$ cat config.mk
export PLATFORM = sky130hd
export DESIGN_NAME = bus_slave_port
export DESIGN_NICKNAME = d
export VERILOG_FILES = /design/src/rtl/bus_slave_port.sv
export SDC_FILE = /design/constraint.sdc
export NUM_CORES = 1
export LEC_CHECK = 0
export BUFFER_PORTS_ARGS = -buffer_cell sky130_fd_sc_hd__clkbuf_2
export CAP_MARGIN = 20
export CORE_MARGIN = 2
export CORE_UTILIZATION = 66
export CTS_BUF_LIST = sky130_fd_sc_hd__clkbuf_8
export CTS_CLUSTER_SIZE = 8
export DETAILED_ROUTE_END_ITERATION = 6
export PLACE_DENSITY = 0.83
export SYNTH_ARGS = -nofsm -noshare
export SYNTH_HDL_FRONTEND = slang
export SYNTH_SLANG_ARGS = --single-unit
$ cat constraint.sdc
create_clock -name clk -period 4.1 [get_ports clk]
set_input_delay 0.615 -clock clk [delete_from_list [all_inputs] [get_ports clk]]
set_output_delay 0.615 -clock clk [all_outputs]
set_load 0.01 [all_outputs]
$ cat src/rtl/bus_slave_port.sv
// Slave end of the serial system bus: deserialises address/write data, holds a small register file, serialises read data.
// Optional BUS_SLAVE_PARITY_EN adds an even-parity bit to write frames and to read data.
module bus_slave_port #(
    parameter int ADDR_WIDTH = 4,
    parameter int DATA_WIDTH = 8
) (
    input  logic clk,
    input  logic reset,
    input  logic bus_valid,
    input  logic bus_rw,
    input  logic bus_sdata,
    output logic slave_ready,
    output logic slave_valid,
    output logic slave_sdata,
    output logic slave_ack,
    output logic slave_err
);

    localparam int MAXW  = (ADDR_WIDTH > DATA_WIDTH) ? ADDR_WIDTH : DATA_WIDTH;
    localparam int CW    = $clog2(MAXW + 1);
    localparam int DEPTH = 1 << ADDR_WIDTH;

    typedef enum logic [2:0] {
        IDLE, ADDR, WDATA, WPARITY, WCOMMIT, RTURN, RDATA, RPARITY
    } state_t;

    state_t                  state_q;
    logic                    rw_q;
    logic [CW-1:0]           cnt_q;
    logic [ADDR_WIDTH-1:0]   addr_q;
    logic [DATA_WIDTH-1:0]   wdata_q;
    logic [DATA_WIDTH-1:0]   rshift_q;
    logic                    ready_q;
    logic                    valid_q;
    logic                    sdata_q;
    logic                    ack_q;
    logic                    err_q;
    logic [DATA_WIDTH-1:0]   mem_q [DEPTH];
    logic [DATA_WIDTH-1:0]   rd_word_d;
`ifdef BUS_SLAVE_PARITY_EN
    logic                    rpar_q;
`endif

    always_comb begin
        rd_word_d = mem_q[addr_q];
    end

    assign slave_ready = ready_q;
    assign slave_valid = valid_q;
    assign slave_sdata = sdata_q;
    assign slave_ack   = ack_q;
    assign slave_err   = err_q;

    always_ff @(posedge clk) begin
        if (reset) begin
            state_q  <= IDLE;
            rw_q     <= 1'b0;
            cnt_q    <= '0;
            addr_q   <= '0;
            wdata_q  <= '0;
            rshift_q <= '0;
            ready_q  <= 1'b1;
            valid_q  <= 1'b0;
            sdata_q  <= 1'b0;
            ack_q    <= 1'b0;
            err_q    <= 1'b0;
`ifdef BUS_SLAVE_PARITY_EN
            rpar_q   <= 1'b0;
`endif
            for (int unsigned i = 0; i < DEPTH; i++) begin
                mem_q[i] <= '0;
            end
        end else begin
            ack_q <= 1'b0;
            err_q <= 1'b0;
            case (state_q)
                IDLE: begin
                    if (bus_valid) begin
                        rw_q    <= bus_rw;
                        addr_q  <= ADDR_WIDTH'(bus_sdata);
                        wdata_q <= '0;
                        ready_q <= 1'b0;
                        if (ADDR_WIDTH == 1) begin
                            cnt_q   <= '0;
                            state_q <= bus_rw ? WDATA : RTURN;
                        end else begin
                            cnt_q   <= CW'(1);
                            state_q <= ADDR;
                        end
                    end
                end
                ADDR: begin
                    if (!bus_valid) begin
                        cnt_q   <= '0;
                        err_q   <= 1'b1;
                        ready_q <= 1'b1;
                        state_q <= IDLE;
                    end else begin
                        addr_q <= (addr_q << 1) | ADDR_WIDTH'(bus_sdata);
                        if (cnt_q == CW'(ADDR_WIDTH - 1)) begin
                            cnt_q   <= '0;
                            state_q <= rw_q ? WDATA : RTURN;
                        end else begin
                            cnt_q <= cnt_q + CW'(1);
                        end
                    end
                end
                WDATA: begin
                    if (!bus_valid) begin
                        cnt_q   <= '0;
                        err_q   <= 1'b1;
                        ready_q <= 1'b1;
                        state_q <= IDLE;
                    end else begin
                        wdata_q <= (wdata_q << 1) | DATA_WIDTH'(bus_sdata);
                        if (cnt_q == CW'(DATA_WIDTH - 1)) begin
                            cnt_q <= '0;
`ifdef BUS_SLAVE_PARITY_EN
                            state_q <= WPARITY;
`else
                            ack_q   <= 1'b1;
                            state_q <= WCOMMIT;
`endif
                        end else begin
                            cnt_q <= cnt_q + CW'(1);
                        end
                    end
                end
                WPARITY: begin
                    // Even parity: address, data and parity bit must XOR to zero.
                    if (!bus_valid) begin
                        err_q   <= 1'b1;
                        ready_q <= 1'b1;
                        state_q <= IDLE;
                    end else if ((^addr_q ^ ^wdata_q ^ bus_sdata) == 1'b0) begin
                        ack_q   <= 1'b1;
                        state_q <= WCOMMIT;
                    end else begin
                        err_q   <= 1'b1;
                        ready_q <= 1'b1;
                        state_q <= IDLE;
                    end
                end
                WCOMMIT: begin
                    mem_q[addr_q] <= wdata_q;
                    ready_q       <= 1'b1;
                    state_q       <= IDLE;
                end
                RTURN: begin
                    rshift_q <= rd_word_d << 1;
                    sdata_q  <= rd_word_d[DATA_WIDTH-1];
                    valid_q  <= 1'b1;
                    cnt_q    <= '0;
`ifdef BUS_SLAVE_PARITY_EN
                    rpar_q   <= ^rd_word_d;
`endif
                    state_q  <= RDATA;
                end
                RDATA: begin
                    if (cnt_q == CW'(DATA_WIDTH - 1)) begin
                        cnt_q <= '0;
`ifdef BUS_SLAVE_PARITY_EN
                        sdata_q <= rpar_q;
                        state_q <= RPARITY;
`else
                        sdata_q <= 1'b0;
                        valid_q <= 1'b0;
                        ready_q <= 1'b1;
                        state_q <= IDLE;
`endif
                    end else begin
                        sdata_q  <= rshift_q[DATA_WIDTH-1];
                        rshift_q <= rshift_q << 1;
                        cnt_q    <= cnt_q + CW'(1);
                    end
                end
                RPARITY: begin
                    sdata_q <= 1'b0;
                    valid_q <= 1'b0;
                    ready_q <= 1'b1;
                    state_q <= IDLE;
                end
                default: begin
                    ready_q <= 1'b1;
                    state_q <= IDLE;
                end
            endcase
        end
    end

endmodule
* After elaboration in Yosys (flattened, before gate mapping) *
Memory sizes are Yosys's and may differ from the RTL's. A register that Yosys moved wholly into a read port is not among the register bits.
Cells that the tools add are included.

storage, ports and cells
  register bits = 33
  memory bits (writable) = 128
  input bits = 5
  output and inout bits = 5
  word-level logic and storage cells = 108
  memories = 1

memory list
  memory  words  width  read ports  clocked after Yosys merged registers in  write ports  line  source
  mem_q   16     8      1           1                                        16           38    logic [DATA_WIDTH-1:0] mem_q [DEPTH];

operators by class
  add/sub/neg operators = 1
  eq/ne operators = 18
  muxes and demuxes = 53
  bitwise operators = 4
  reduce and logical (&&, ||, !) cells = 20

operator list
  operator                                                                number
  4-bit 2-to-1 mux                                                        10
  8-bit 2-to-1 mux                                                        4
  8-bit case mux with 2 select lines                                      2
  3-bit 2-to-1 mux                                                        9
  3-bit case mux with 7 select lines                                      1
  1-bit 2-to-1 mux                                                        20
  4-bit case mux with 5 select lines                                      1
  3-bit equality test (second input constant)                             4
  2-bit != test (second input constant)                                   6
  5-bit nonzero test                                                      2
  3-bit != test (second input constant)                                   3
  8-bit by 1-bit bitwise OR with 8-bit output                             1
  4-bit case mux with 2 select lines                                      1
  2-bit AND reduction                                                     4
  8-bit OR reduction                                                      1
  8-bit XOR reduction                                                     1
  3-bit by 2-bit equality test with 1-bit output (second input constant)  2
  1-bit case mux with 3 select lines                                      2
  3-bit AND reduction                                                     2
  2-bit nonzero test                                                      3
  1-bit case mux with 5 select lines                                      1
  5-bit AND reduction                                                     1
  4-bit by 1-bit adder with 4-bit output (second input constant)          1
  4-bit by 2-bit equality test with 1-bit output (second input constant)  1
  other kinds (10)                                                        13

* Logic depth before layout (Yosys ltp) *
  depth after elaboration = 6
  mapped depth = 8
  depth with buffers taken out = 7

* Least setup slack after synthesis *
No wires, ideal clock.

  path kind = input port to flip-flop
  start = input port reset
  end = memory mem_q[4][0] (enable)
  setup time = 0.309 ns
  arrival = 1.753 ns
  required time = 3.791 ns
  path slack = 2.038 ns
  stages on the path = 5
  buffers on the path = 2
  path through = nor4b_2 -> clkbuf_1 -> and3_1 -> clkbuf_1 -> or2_2

RTL lines
  what                line  source
  start: declaration  8     input logic reset,
  end: declaration    38

==> flow_metrics.env <==
export IMPL_pre_cts_slack_ps=1470
export IMPL_synth_largest_area_cell="edfxtp_1"
export IMPL_gp_congestion=0.881
export IMPL_wl_met3_um=1910
export IMPL_initial_utilization_pct=68.2
export IMPL_crit_path_start="state_q[2]"
export IMPL_endpoint="mem_q[12][7]"
export IMPL_fin_tns_setup_ps=0
export IMPL_hp_start="bus_rw"
export IMPL_timing_rr_end="mem_q[12][7]"
export IMPL_dieArea_um2=12800
export IMPL_total_power_mw=3.13
export IMPL_postCtsResizedCells=0
export IMPL_synth_cell_types=57
export IMPL_synth_top_area_share_pct=48.9
export IMPL_async_flop_share_pct=0
export IMPL_die_x_um=113
export IMPL_dr_wl_met2_um=8530
export IMPL_power_density_nw_per_um2=381
export IMPL_maxSlewHeadroom_pct=27.7
export IMPL_final_hold_viol_count=0
export IMPL_synthCells=615
export IMPL_ant_nets=0
export IMPL_synth_area_per_cell_um2=12.8
export IMPL_reg2reg_depth=3
export IMPL_cts_tree="done"
export IMPL_numPortBuffers=9
export IMPL_p_leak_nw=2.98
export IMPL_cp_max_fo=22
export IMPL_required_ps=4250
export IMPL_postCtsHoldBufs=0
export IMPL_gr_usage_all_layers_pct=29.6
export IMPL_routed_wl_um=17700
export IMPL_grt_pass1_vias=4780
export IMPL_cts_setup_buffers=0
export IMPL_worst_setup_path_start_kind="register"
export IMPL_clk_latency_ps=450
export IMPL_syn_to_final_growth_pct=4.52
export IMPL_yosys_warnings=0
export IMPL_worstSetupPathType="reg -> reg"
export IMPL_rsz0062_at_grt="false"
export IMPL_slew_violations=0
export IMPL_wire_per_inst_um=23.8
export IMPL_worstPathArrival_ps=2860
export IMPL_maxCapViolCount=0
export IMPL_ys_flop_type="edfxtp_1"
export IMPL_placeableCoreArea_um2=11500
export IMPL_cp_end_kind="register"
export IMPL_syn_nets=629
export IMPL_finalCritPeriodShare_pct=66.3
export IMPL_ys_seq_area_share_pct=58.1
export IMPL_gr_total_overflow=0
export IMPL_grt_pass1_wl_um=27200
export IMPL_grt_max_degree=49
export IMPL_synth_common_cells="edfxtp_1 (128), and2_1 (123), clkbuf_1 (38)"
export IMPL_mappedNetlistArea_um2=7850
export IMPL_rows=39
export IMPL_synth_area_leaders="edfxtp_1 (49%), and2_1 (9.8%), dfxtp_1 (9.2%), mux4_2 (6.9%), mux4_1 (3.0%)"
export IMPL_worst_hold_path_type="in -> reg"
export IMPL_ys_ff_latch=164
export IMPL_cts_max_level=4
export IMPL_maxClockFrequency_ghz=0.368
export IMPL_skew_ps=10.4
export IMPL_synth_edf_count=128
export IMPL_synth_most_common_cell="edfxtp_1"
export IMPL_clock_root_buffer="clkbuf_8"
export IMPL_timing_hold_ws_ps=407
export IMPL_worst_slew_pin_slew_ps=1080
export IMPL_avgViaCountPerCell=6.47
export IMPL_nets=604
export IMPL_clk_path_buf_depth=2
export IMPL_clk_pin_slew_ps=80
export IMPL_place_hpwl_um=11800
export IMPL_antenna_found_initial=0
export IMPL_drtPass1Iterations=6
export IMPL_die_h_um=113
export IMPL_highest_layer="met4"
export IMPL_r2r_setup_slack_ps=1380
export IMPL_diodes=0
export IMPL_cts_buffers_inserted=17
export IMPL_vias=4824
export IMPL_cts_sinks=164
export IMPL_drive_above_1_share_pct=16.3
export IMPL_worst_slack_ps=1380
export IMPL_io_pin_count=10
export IMPL_drcViolationCount=0
export IMPL_reg2reg_from="state_q[2]"
export IMPL_ir_worst_vdd_mv=0.398
export IMPL_drt_iter0_drc=794
export IMPL_setup_violations=0
export IMPL_min_period_ps=2720
export IMPL_status="finished clean"
export IMPL_wl_met1_um=6800
export IMPL_worstHoldPathCells=3
metrics by stage:
stage | std cells | util [%] | area [µm²]
4_1_cts | 745 | 71.1 | 8190
6_report | 746 | 71.3 | 8210
2_1_floorplan | 615 | - | 7850
5_1_grt | 746 | 71.3 | 8210
3_3_place_gp | 713 | 68.1 | 7840
3_5_place_dp | 713 | 68.1 | 7840
worst min-delay path by stage:
stage                  end  slack, ps
2_1_floorplan  rshift_q[1]        450
3_3_place_gp   rshift_q[1]        460
3_5_place_dp   rshift_q[1]        470
4_1_cts               rw_q        390
5_1_grt               rw_q        430
6_report              rw_q        410
registers in the layout (all words and copies together), names as in the netlist, named ones only:
register / flops
mem_q: 128
wdata_q: 8
rshift_q: 7
addr_q: 4
cnt_q: 4
state_q: 3
rw_q: 1
slave_ack: 1
slave_err: 1
slave_ready: 1
slave_sdata: 1
slave_valid: 1
worst max-delay path, cell delays in order (launching register included):
cell     delay, ps
dfxtp_1        730
nor4b_4        980
and3_1         400
or2_2          290
routing by layer:
layer  GRT usage [%]  vias up
met5               0        -
met1            40.1     2334
li1                -     2169
met2            45.9      278
met3            8.94       43
met4            11.2        0
where the power goes:
part           internal (mW)  switching (mW)  leakage, nW  total (mW)
Sequential              1.84          0.0415         1.58        1.88
Clock                  0.471           0.591        0.182        1.06
Combinational         0.0787           0.102         1.21       0.180
cell type report:
cell class | count | area, µm²
repair buffers | 14 | 95.1
multi-input cells | 387 | 3000
well taps | 143 | 179
flip-flops and latches | 164 | 4570
fillers | 770 | 3310
clock buffers | 17 | 234
clock inverters | 15 | 116
inverters | 6 | 22.5
placed cells by master (no fill, tap or decap), types with 3 or more instances in the layout:
cell type,count
edfxtp_1,128
and2_1,123
dfxtp_1,35
nand2_1,29
a21oi_1,28
mux4_2,24
nor2_1,22
nand3_1,19
and3_1,17
or2_2,17
clkbuf_8,17
a22oi_1,12
mux4_1,9
ha_1,9
clkbuf_2,9
nor3_1,8
inv_1,7
o21ai_0,7
a211oi_1,7
xnor2_1,7
and2_2,6
nor2b_1,5
clkinv_2,5
buf_4,4
nand3b_1,3
clkinv_4,3
cell families (layout without fill, tap and decap cells):
family / Yosys count / in the layout / synth area share (%)
adders and majority gates: 9 / 9 / 1.43
xor gates and xnor gates: 10 / 10 / 1.31
buffers and inverters: 64 / 52 / 3.84
and+or+nand+nor: 260 / 260 / 19.0
DFF: 164 / 164 / 58.1
AOI/OAI and AO/OA: 73 / 73 / 6.09
muxes: 35 / 35 / 10.2
Power figures use the tool's default switching activity.
